==> config.mk <==
export PLATFORM = sky130hd
export DESIGN_NAME = mem_port_arbiter
export DESIGN_NICKNAME = d
export VERILOG_FILES = /design/src/rtl/mem_arb_pkg.sv /design/src/rtl/mem_arb_rr.sv /design/src/rtl/mem_port_arbiter.sv
export SDC_FILE = /design/constraint.sdc
export NUM_CORES = 1
export LEC_CHECK = 0
export CAP_MARGIN = 30
export CORE_MARGIN = 10
export CORE_UTILIZATION = 41
export DETAILED_ROUTE_END_ITERATION = 12
export MAX_ROUTING_LAYER = met4
export PLACE_DENSITY = 0.89
export SLEW_MARGIN = 20
export SYNTH_ARGS = -nofsm -noshare
export SYNTH_HDL_FRONTEND = slang
export SYNTH_SLANG_ARGS = --single-unit
==> constraint.sdc <==
create_clock -name clk -period 2.1 [get_ports clk]
set_input_delay 0.315 -clock clk [delete_from_list [all_inputs] [get_ports clk]]
set_output_delay 0.315 -clock clk [all_outputs]
set_load 0.01 [all_outputs]
==> src/rtl/mem_arb_pkg.sv <==
// mem_arb_pkg: shared types and defaults for the IF/MEM SRAM port arbiter.
package mem_arb_pkg;
  typedef enum logic [1:0] {IDLE, ACCESS, DONE} state_t;
  typedef enum logic {FETCH, DATA} grant_t;
  localparam int SRAM_WAIT_DEF = 2;
  localparam int DM_BASE_DEF = 1024;
endpackage

==> src/rtl/mem_arb_rr.sv <==
// mem_arb_rr: two-port round-robin grant with the last_grant flip-flop.
module mem_arb_rr
  import mem_arb_pkg::*;
(
  input  logic   clk,
  input  logic   rst,
  input  logic   req_if,
  input  logic   req_dm,
  input  logic   take,
  output grant_t grant,
  output logic   valid
);
  grant_t last_grant;
  assign valid = req_if | req_dm;
  // on contention the port that did not win last time gets the SRAM
  assign grant = (req_if && req_dm) ? ((last_grant == FETCH) ? DATA : FETCH)
                                    : (req_dm ? DATA : FETCH);
  always_ff @(posedge clk or negedge rst) begin
    if (!rst) last_grant <= FETCH;
    else if (take && valid) last_grant <= grant;
  end
endmodule

==> src/rtl/mem_port_arbiter.sv <==
// mem_port_arbiter: shares one multi-cycle SRAM between the fetch and data ports.
module mem_port_arbiter
  import mem_arb_pkg::*;
#(
  parameter int DATA_W    = 32,
  parameter int SRAM_AW   = 16,
  parameter int SRAM_WAIT = SRAM_WAIT_DEF,
  parameter int DM_BASE   = DM_BASE_DEF
) (
  input  logic               clk,
  input  logic               rst,
  input  logic               if_req,
  input  logic [31:0]        if_addr,
  output logic [DATA_W-1:0]  if_rdata,
  output logic               if_ready,
  input  logic               dm_rd,
  input  logic               dm_wr,
  input  logic [31:0]        dm_addr,
  input  logic [DATA_W-1:0]  dm_wdata,
  output logic [DATA_W-1:0]  dm_rdata,
  output logic               dm_ready,
  output logic [SRAM_AW-1:0] sram_addr,
  output logic [DATA_W-1:0]  sram_wdata,
  input  logic [DATA_W-1:0]  sram_rdata,
  output logic               sram_we_n,
  output logic               sram_oe_n
);
  state_t state_q, state_d;
  grant_t grant, port_q;
  logic req_any, wr_q, cnt_last;
  logic [3:0] cnt;
  logic [31:0] dm_off;
  logic unused_addr;
  assign dm_off = dm_addr - 32'(DM_BASE);
  assign unused_addr = ^{if_addr[31:SRAM_AW+2], if_addr[1:0], dm_off[31:SRAM_AW+2], dm_off[1:0]};
  assign cnt_last = cnt == 4'(SRAM_WAIT);
  mem_arb_rr u_rr (
    .clk   (clk),
    .rst   (rst),
    .req_if(if_req),
    .req_dm(dm_rd | dm_wr),
    .take  (state_q == IDLE),
    .grant (grant),
    .valid (req_any)
  );
  always_ff @(posedge clk or negedge rst) begin
    if (!rst) state_q <= IDLE;
    else state_q <= state_d;
  end
  always_comb begin
    state_d = state_q;
    if (state_q == IDLE && req_any) state_d = ACCESS;
    if (state_q == ACCESS && cnt_last) state_d = DONE;
    if (state_q == DONE) state_d = IDLE;
  end
  always_ff @(posedge clk or negedge rst) begin
    if (!rst) begin
      cnt <= '0;
      port_q <= FETCH;
      wr_q <= 1'b0;
      sram_addr <= '0;
      sram_wdata <= '0;
      sram_we_n <= 1'b1;
      sram_oe_n <= 1'b1;
      if_ready <= 1'b0;
      dm_ready <= 1'b0;
      if_rdata <= '0;
      dm_rdata <= '0;
    end else begin
      if_ready <= 1'b0;
      dm_ready <= 1'b0;
      if (state_q == IDLE && req_any) begin
        // a simultaneous rd+wr on the data port is treated as a write
        port_q <= grant;
        wr_q <= (grant == DATA) && dm_wr;
        sram_addr <= (grant == DATA) ? dm_off[SRAM_AW+1:2] : if_addr[SRAM_AW+1:2];
        if (grant == DATA) sram_wdata <= dm_wdata;
        cnt <= '0;
        sram_we_n <= !((grant == DATA) && dm_wr);
        sram_oe_n <= (grant == DATA) && dm_wr;
      end else if (state_q == ACCESS) begin
        cnt <= cnt + 4'd1;
        if (cnt_last) begin
          sram_we_n <= 1'b1;
          sram_oe_n <= 1'b1;
          if_ready <= port_q == FETCH;
          dm_ready <= port_q == DATA;
          if (!wr_q && port_q == FETCH) if_rdata <= sram_rdata;
          if (!wr_q && port_q == DATA) dm_rdata <= sram_rdata;
        end
      end
    end
  end
endmodule

==> metrics.md <==
| Metric | Value |
|---|---|
| Critical Path End Type | `flip-flop` |
| Internal Power | `0.00885 W` |
| RSZ-0062 raised after global routing | `false` |
| Switching Power | `0.00371 W` |
| CP max FO | `10` |
| Die area | `17200 um2` |
| DP Wirelength | `11.3 mm` |
| Synth unique cells | `40` |
| Core ar. | `12100 um2` |
| Final count of hold timing violations | `0` |
| Cell taking the most area after synthesis | `dfrtp_1` |
| Routed met2 length | `7.34 mm` |
| Vias in the first global route | `4332` |
| GRT Resource Usage Total | `17.7%` |
| Vias | `3728` |
| Routability cong. | `0.883` |
| Drt wl/cell | `19.0 um` |
| Leak pwr | `3.64 nW` |
| Ant. Diodes | `0` |
| Die Height | `131 um` |
| Crit path DAT | `2.11 ns` |
| Seq pwr share | `34.4%` |
| Routed met1 length | `5.93 mm` |
| Slowest library cell on the worst path | `dfrtp_1` |
| Final WS setup | `0.273 ns` |
| DRT iter0 DRCs | `125` |
| Slew Limit Fails | `0` |
| Routed WL | `14.6 mm` |
| Maximum clock path buffer count | `2` |
| Switching share of power | `29.5%` |
| CTS tree | `done` |
| Clk_lat worst skew | `0.41 ns` |
| DR WL met3 | `1.11 mm` |
| Worst Setup Start Kind | `flip-flop` |
| Setup CP Type | `reg2reg` |
| Num CTS Buffers | `17` |
| Crit-path cells | `inv_1 > ha_1 > nor3b_2 > nand2_1 > nor3_4 > buf_4 > mux2_2` |
| Post-Syn Nets | `490` |
| GR Overflow Total | `0` |
| Final antenna-violating net count | `0` |
| Vias per inst | `4.83` |
| Dpl ws | `0.0800 ns` |
| Yosys warns | `0` |
| Placed instance area | `7540 um2` |
| Post-synthesis sequential area ratio | `61.1%` |
| Final Total Pwr | `0.0126 W` |
| Worst VDD drop | `0.000793 V` |
| MaxCap Viol Count | `0` |
| Period utilization | `87.0%` |
| Slew headroom | `63.3%` |
| Initial cell density of the core | `42.1%` |
| Slowest stage delay, CP | `0.37 ns` |
| Clock Power Share | `24.2%` |
| Htree depth | `4` |
| Syn avg cell area | `14.3 um2` |
| Initial antenna violation count | `0` |
| NumNets Final | `727` |
| Setup Buffers After CTS | `0` |
| Residual DRC | `0` |
| Global-route wire length before repair | `23.6 mm` |
| Worst min-delay path class | `in2async` |
| TritonRoute pass-1 iters | `4` |
| P per Cell Area | `1540 nW/um2` |
| Post-route cell area | `8170 um2` |
| Setup Viol. Count Final | `0` |
| Highest Signal Layer | `met4` |
| Pin count of the biggest net entering global routing | `49` |
| Max Clock Freq | `547 MHz` |
| Clock Pin Slew Worst Setup and Hold Paths | `0.05 ns` |
| # clock sinks | `124` |
| Synth top area cells | `dfrtp_1 60%, mux2_2 14%, mux2_4 8.9%` |
| Final Critical Period | `1.83 ns` |
| Area Overhead vs Synth | `60.9%` |
| Status | `completed` |
| Finished Core Util | `67.7%` |
| Cells after Synth | `354` |
| Slew @ Worst Pin | `0.550 ns` |
| Number of port buffers | `216` |
| Die width | `131 um` |
| Clock root buffer | `clkbuf_16` |
| CP required | `2.39 ns` |
| Io pins | `249` |
| Synth top area share | `60.1%` |
| Layout cell share with drive strength beyond 1 | `25.2%` |
| Cell Area, Synth | `5080 um2` |
| Combinational Power Share | `41.5%` |
| Cell row count | `40` |
| Fill count | `872` |
| FF+latch count, synth | `124` |
| Final Skew | `0.00826 ns` |
| TNS Setup | `0 ns` |
cells in the mapped netlist:
master	instances
nand2_2	1
nand4_1	1
o211ai_1	3
a2bb2oi_2	1
xnor2_1	3
dfstp_2	2
and2b_4	1
nand2_1	33
a21oi_1	3
mux2_4	30
mux2_2	62
nor4_2	1
nor2_1	22
buf_4	3
a31oi_1	8
nand2b_1	1
nor3_2	1
and2_2	1
nor3_4	2
o31ai_1	1
ha_1	3
buf_2	5
nor3b_1	2
or3_1	1
inv_1	3
o21a_1	1
mux2_1	4
nand3_1	6
a21o_1	1
dfrtp_1	122
nand3b_4	1
xor2_1	3
clkbuf_1	5
nor4_1	1
o2bb2ai_1	1
or4_1	1
buf_6	3
o31a_1	1
o21ai_0	9
a211oi_1	1
worst max-delay path, delay by kind of cell, from the launching register on:
kind,cells,cell delay [ns]
adders and majority gates,1,0.14
DFF,1,0.37
muxes,1,0.35
buffers and inverters,2,0.29
and+or+nand+nor,3,0.57
metrics by stage:
stage	hold WS (ns)	cells
3_5_place_dp	0.334	739
2_1_floorplan	0.0194	354
4_1_cts	0.438	772
5_1_grt	0.462	772
3_3_place_gp	0.324	739
6_report	0.425	772
power by group through the flow:
| stage | Sequential (W) | Clock [W] | Combinational, W |
|---|---|---|---|
| floorplan | 0.00475 | 0 | 0.00170 |
| global placement | 0.00425 | 0 | 0.00512 |
| detailed placement | 0.00435 | 0 | 0.00526 |
| CTS | 0.00433 | 0.00310 | 0.00530 |
| global route | 0.00448 | 0.00322 | 0.00557 |
| finish | 0.00432 | 0.00304 | 0.00521 |
what timing repair did:
action,CTS,global route
hold buffers,1,0
resized for setup,0,1
endpoints found under the hold margin,34,0
endpoints found under the setup margin,0,32
state kept, by name (all words and copies together) (netlist names), 2 cells and up:
register / cells
cnt: 4
dm_rdata: 32
if_rdata: 32
sram_addr: 16
sram_wdata: 32
state_q: 2
layout by cell type, fill, tap and decap left out, types with 3 or more instances in the layout:
cell type / count
a21oi_1: 3
nand2_1: 33
ha_1: 3
buf_4: 13
nand3_1: 6
mux2_1: 4
xor2_1: 3
inv_1: 3
bufinv_16: 4
mux2_2: 62
dfrtp_1: 122
clkinv_2: 5
o21ai_0: 9
clkbuf_16: 17
a31oi_1: 8
nor2_1: 22
o211ai_1: 3
xnor2_1: 3
mux2_4: 30
buf_12: 5
clkdlybuf4s50_1: 215
final timing paths:
path,startpoint,slack (ns),end,cells past startpoint
worst max-delay path,cnt[0],0.27,if_rdata[6],7
worst min-delay path,rst,0.42,if_rdata[0],2
worst max register to register,cnt[0],0.27,if_rdata[6],7
worst min register to register,sram_addr[12],0.48,sram_addr[12],2
max in group asynchronous,rst,1.00,sram_wdata[12],3
min in group clk,dm_addr[5],0.47,sram_addr[3],3
kinds of logic after synthesis:
family / after synthesis / synth area share [%]
compound gates: 30 / 3.84
xor+xnor: 6 / 1.03
fa+ha+maj: 3 / 0.739
buf+inv: 19 / 2.19
flops: 124 / 61.1
mux: 96 / 23.5
simple gates: 76 / 7.54
final cells by class:
cell class | instances | area, um2 | share of cell area (%)
clock buffers | 20 | 447 | 5.47
clock inverters | 12 | 170 | 2.08
inverters | 3 | 11.3 | 0.138
multi-input cells | 211 | 1870 | 22.8
flip-flops and latches | 124 | 3110 | 38.0
well taps | 168 | 210 | 2.57
repair buffers | 234 | 2360 | 28.9
routing by layer:
layer | global-route usage (%) | vias up
met3 | 7.13 | 18
li1 | - | 1713
met1 | 19.0 | 1839
met4 | 6.43 | 0
met5 | - | -
met2 | 29.1 | 158
(Power assumes the default switching activity.)
